File: config.mk
export PLATFORM = sky130hd
export DESIGN_NAME = alu_result_mux_pipe
export DESIGN_NICKNAME = d
export VERILOG_FILES = /design/src/rtl/alu_result_mux_pipe.sv
export SDC_FILE = /design/constraint.sdc
export NUM_CORES = 1
export LEC_CHECK = 0
export CAP_MARGIN = 20
export CELL_PAD_IN_SITES_DETAIL_PLACEMENT = 1
export CELL_PAD_IN_SITES_GLOBAL_PLACEMENT = 2
export CORE_ASPECT_RATIO = 1.1
export CORE_MARGIN = 3
export CORE_UTILIZATION = 21
export DETAILED_ROUTE_END_ITERATION = 10
export PLACE_DENSITY = 0.9
export SLEW_MARGIN = 20
export SYNTH_ARGS = -nofsm -noshare
export SYNTH_HDL_FRONTEND = slang
export SYNTH_SLANG_ARGS = --single-unit
export TNS_END_PERCENT = 5
File: constraint.sdc
create_clock -name clk -period 3.2 [get_ports clk]
set_input_delay 0.64 -clock clk [delete_from_list [all_inputs] [get_ports clk]]
set_output_delay 0.64 -clock clk [all_outputs]
set_load 0.02 [all_outputs]
File: src/rtl/alu_result_mux_pipe.sv
// rtl/alu_result_mux_pipe.sv - registered N:1 ALU result selector with 2-entry skid buffer
//
// Purpose: on each accepted transfer, pick one of 2**SEL_BITS channel results,
// tag it with its select and a zero flag, and hand it to the consumer through
// a valid/ready handshake. The main/skid pair lets the producer and consumer
// decouple without any combinational ready path.
//
// Ports:
//   clk        in   rising-edge clock
//   reset      in   synchronous, active-high reset
//   in_valid   in   producer offers a set of channel results
//   in_ready   out  block can accept this cycle
//   in_data    in   WIDTH*NUM_IN flattened channels, channel k at [k*WIDTH +: WIDTH]
//   in_sel     in   channel index to select
//   out_valid  out  out_data/out_sel/out_zero hold a valid result
//   out_ready  in   consumer takes the result this cycle
//   out_data   out  selected channel value
//   out_sel    out  select that produced out_data
//   out_zero   out  1 when out_data is zero (registered with its entry)
module alu_result_mux_pipe #(
  parameter int WIDTH    = 32,
  parameter int SEL_BITS = 3
) (
  input  logic                            clk,
  input  logic                            reset,
  input  logic                            in_valid,
  output logic                            in_ready,
  input  logic [WIDTH*(2**SEL_BITS)-1:0]  in_data,
  input  logic [SEL_BITS-1:0]             in_sel,
  output logic                            out_valid,
  input  logic                            out_ready,
  output logic [WIDTH-1:0]                out_data,
  output logic [SEL_BITS-1:0]             out_sel,
  output logic                            out_zero
);

  localparam int NUM_IN = 2 ** SEL_BITS;

  typedef enum logic [1:0] {
    ST_EMPTY = 2'd0,
    ST_ONE   = 2'd1,
    ST_FULL  = 2'd2
  } state_t;

  state_t                state_q, state_d;
  logic [WIDTH-1:0]      main_data_q, main_data_d;
  logic [SEL_BITS-1:0]   main_sel_q, main_sel_d;
  logic                  main_zero_q, main_zero_d;
  logic [WIDTH-1:0]      skid_data_q, skid_data_d;
  logic [SEL_BITS-1:0]   skid_sel_q, skid_sel_d;
  logic                  skid_zero_q, skid_zero_d;

  logic [WIDTH-1:0]      new_data;
  logic                  new_zero;
  logic                  accept;
  logic                  out_xfer;

  // Full decode of the select: every in_sel value maps to exactly one channel.
  always_comb begin
    new_data = '0;
    for (int k = 0; k < NUM_IN; k++) begin
      if (in_sel == SEL_BITS'(k)) begin
        new_data = in_data[k*WIDTH +: WIDTH];
      end
    end
  end

  assign new_zero = (new_data == '0);

  // Ready depends only on registered state and reset, never on out_ready.
  assign in_ready  = (state_q != ST_FULL) && !reset;
  assign out_valid = (state_q != ST_EMPTY);
  assign out_data  = main_data_q;
  assign out_sel   = main_sel_q;
  assign out_zero  = main_zero_q;

  assign accept   = in_valid && in_ready;
  assign out_xfer = out_valid && out_ready;

  always_comb begin
    state_d     = state_q;
    main_data_d = main_data_q;
    main_sel_d  = main_sel_q;
    main_zero_d = main_zero_q;
    skid_data_d = skid_data_q;
    skid_sel_d  = skid_sel_q;
    skid_zero_d = skid_zero_q;

    case (state_q)
      ST_EMPTY: begin
        if (accept) begin
          main_data_d = new_data;
          main_sel_d  = in_sel;
          main_zero_d = new_zero;
          state_d     = ST_ONE;
        end
      end
      ST_ONE: begin
        if (accept && out_xfer) begin
          // Head leaves as the new entry arrives: new entry goes straight to main.
          main_data_d = new_data;
          main_sel_d  = in_sel;
          main_zero_d = new_zero;
        end else if (accept) begin
          skid_data_d = new_data;
          skid_sel_d  = in_sel;
          skid_zero_d = new_zero;
          state_d     = ST_FULL;
        end else if (out_xfer) begin
          state_d = ST_EMPTY;
        end
      end
      ST_FULL: begin
        if (out_xfer) begin
          main_data_d = skid_data_q;
          main_sel_d  = skid_sel_q;
          main_zero_d = skid_zero_q;
          state_d     = ST_ONE;
        end
      end
      default: begin
        state_d = ST_EMPTY;
      end
    endcase
  end

  always_ff @(posedge clk) begin
    if (reset) begin
      state_q     <= ST_EMPTY;
      main_data_q <= '0;
      main_sel_q  <= '0;
      main_zero_q <= 1'b0;
      skid_data_q <= '0;
      skid_sel_q  <= '0;
      skid_zero_q <= 1'b0;
    end else begin
      state_q     <= state_d;
      main_data_q <= main_data_d;
      main_sel_q  <= main_sel_d;
      main_zero_q <= main_zero_d;
      skid_data_q <= skid_data_d;
      skid_sel_q  <= skid_sel_d;
      skid_zero_q <= skid_zero_d;
    end
  end

endmodule

==> flow_metrics.py <==
metrics = {
    "status": {
        "outcome": "finished clean",
    },
    "global_routing": {
        "grt_use_total_pct": 19.9,
        "overflow": 0,
        "grt_max_degree": 75,
        "antenna_found_initial": 7,
        "grt_pass1_vias": 6623,
        "grt_pass1_wl_um": 41300,
    },
    "setup_path": {
        "crit_type": "input pin to register",
        "crit_family": "buffers and inverters",
        "max_stage_delay_ns": 0.51,
        "critPathLaunch": "in_sel[0]",
        "worstPathArrival_ns": 2.94,
        "cp_slowest_cell": "mux4_2",
        "worst-path-buf-inv": 4,
        "r2r-start": "state_q[1]$_SDFFE_PP0P_",
        "crit_top_cell": "buf_4",
        "path_cells": "buf_2 > buf_12 > buf_4 > mux4_2 > a22oi_1 > buf_4 > nand3_1 > nor4_2 > nand4_1 > a31oi_1",
        "cp.required_ns": 3.46,
        "startpoint_type": "input pin",
        "critPathCaptureType": "register",
        "path_max_fanout": 22,
    },
    "pwr": {
        "ir_drop_v": 0.000243,
        "p_per_area_nw_per_um2": 342,
        "p_leak_uw": 0.00340,
    },
    "sta": {
        "rsz0062_at_grt": "false",
        "final.period_utilization_pct": 83.7,
        "fin_crit_ns": 2.68,
        "setup_viol": 0,
        "skew_ns": 0.00655,
        "fmax_ghz": 0.373,
        "tightest_slew_ns": 0.838,
        "slew-limit-headroom_pct": 44.1,
        "fin_setup_tns_ns": 0,
        "hold_ws_ns": 0.454,
        "maxSlewViolCount": 0,
        "hold_viol": 0,
    },
    "synth": {
        "yosys_most_used_dff": "dfxtp_1",
        "synth_top_area_share_pct": 27.7,
        "ys_warn_count": 0,
        "postSynthAreaPerCell_um2": 8.19,
        "synth-edff-count": 0,
        "synth_area_leader_cell": "dfxtp_1",
        "syn_area_um2": 5340,
        "post_synth_num_cell_types": 59,
        "syn_nets": 915,
        "ys_seq_area_share_pct": 27.7,
        "synthTopCellsByArea": "dfxtp_1 (28%), mux2i_1 (9.4%), mux4_2 (5.5%)",
        "synth_seq_cells": 74,
        "syn_inst": 652,
        "synth_commonest_cells": "nand2_1 (78), dfxtp_1 (74), nor2_1 (73), a21oi_1 (50), mux2i_1 (50)",
        "synthArstFlopShare_pct": 0,
        "synth.most_common_cell": "nand2_1",
    },
    "clock_tree": {
        "clockBufferDepth": 2,
        "clk_pin_slew_worst_paths_ns": 0.06,
        "cts_buffers": 9,
        "cts-resized-gates": 0,
        "htree_levels": 3,
        "cts_tree": "done",
        "clk_latency_ns": 0.34,
        "cts_setup_buffers": 0,
        "cts.sinks": 74,
        "clockRootBuffer": "clkbuf_16",
        "cts-hold-fix-buffers": 0,
    },
    "floorplan": {
        "initial_core_util_pct": 21.6,
        "row_count": 60,
        "ios": 301,
        "die_area_um2": 27400,
        "die_h_um": 173,
        "design.core.area_um2": 24800,
        "fp.dieW_um": 158,
    },
    "drt": {
        "vias_per_cell": 5.04,
        "drtIter0Drc": 309,
        "firstDrtPassIters": 7,
        "route.detailed.drc": 0,
        "ant_nets": 0,
        "vias": 6391,
        "routed_wl_um": 28300,
        "wl_per_cell_um": 22.3,
    },
    "final_layout": {
        "nNetsFinal": 1214,
        "layout-drive-gt1-share_pct": 11.4,
        "fill_cells": 2956,
        "stdcell_area_um2": 9150,
        "area_growth_pct": 71.2,
    },
    "hold_path": {
        "hold_path_class": "register to register",
        "worstHoldStart": "out_data[19]$_SDFFE_PP0P_",
    },
    "placed_design": {
        "place_area_um2": 8830,
        "io_buffers": 300,
        "place_congestion": 0.856,
        "dp_hpwl_um": 23400,
    },
    "flow_run": {
        "max_cap_violations": 0,
    },
}
[per-layer routing]
| metal | track usage (%) | routed length (um) | share of wire [%] | vias up |
|---|---|---|---|---|
| li1 | - | - | - | 3063 |
| met1 | 25.6 | 12000 | 42 | 3033 |
| met2 | 33.7 | 13700 | 48 | 251 |
| met3 | 4.49 | 1960 | 6.9 | 36 |
| met4 | 5.09 | 550 | 1.9 | 8 |
| met5 | 0 | 40 | 0.14 | - |
[through the flow]
step                power (uW)  util, %  instances  worst slack (ns)
detailed placement        2120     35.7       1250             0.215
global placement          2110     35.7       1250             0.244
global route              3280     36.9       1268             0.325
finish                    3130     36.9       1269             0.522
floorplan                 1490        -        652             0.805
CTS                       3160     36.9       1266             0.528
[tightest hold or removal path: stages, from the launching register on]
cell	delay [ns]
dfxtp_1	0.31
nand2_1	0.05
a21oi_1	0.05
[power by group]
group          internal, uW  switching (uW)
combinational           607             496
sequential              971            27.3
clock                   642             388
[layout by cell type (no fill, tap or decap), types with 4 or more instances in the layout]
master / netlist / routed
a211oi_1: 33 / 33
a21o_1: 4 / 4
a21oi_1: 50 / 49
a221o_1: 5 / 5
a221oi_1: 6 / 6
a22o_1: 6 / 6
a22oi_1: 19 / 19
a311oi_1: 6 / 6
a32oi_1: 8 / 8
and2_1: 5 / 5
buf_12: 0 / 5
buf_4: 2 / 50
clkbuf_16: 0 / 9
clkdlybuf4s50_1: 0 / 296
dfxtp_1: 74 / 74
inv_1: 7 / 7
mux2_2: 6 / 6
mux2_4: 4 / 4
mux2i_1: 50 / 50
mux4_2: 13 / 13
nand2_1: 78 / 78
nand2b_1: 7 / 6
nand3_1: 4 / 4
nand3b_1: 10 / 10
nand4_1: 7 / 7
nor2_1: 73 / 73
nor2b_1: 7 / 7
nor3_1: 8 / 8
o211ai_1: 24 / 24
o21ai_0: 13 / 13
o2bb2ai_1: 10 / 10
[worst paths after layout]
path	end	slack (ns)	cells after the start
worst max-delay path	out_zero$_SDFFE_PP0P_	0.52	10
worst min register to register	out_data[19]$_SDFFE_PP0P_	0.45	2
worst max register to register	out_data[26]$_SDFFE_PP0P_	1.04	8
worst min-delay path	out_data[19]$_SDFFE_PP0P_	0.45	2
[logic make-up after synthesis]
| group | after synthesis | synth area share (%) |
|---|---|---|
| simple gates | 214 | 18.4 |
| mux | 75 | 17.7 |
| flops | 74 | 27.7 |
| compound gates | 214 | 28.9 |
| buf+inv | 75 | 7.33 |
[sequential cells by signal (all words and copies together) (netlist names)]
signal,flops
out_data,32
skid_data_q,32
out_sel,3
skid_sel_q,3
state_q,2
out_zero,1
skid_zero_q,1
[cell type report]
type | count | area (um^2) | area share (%)
well taps | 310 | 388 | 4.24
multi-input cells | 503 | 3480 | 38.0
clock buffers | 11 | 253 | 2.76
flip-flops and latches | 74 | 1480 | 16.2
clock inverters | 5 | 52.6 | 0.575
diodes | 3 | 7.51 | 0.0821
repair buffers | 354 | 3450 | 37.8
inverters | 9 | 33.8 | 0.369
(Power assumes the default switching activity.)
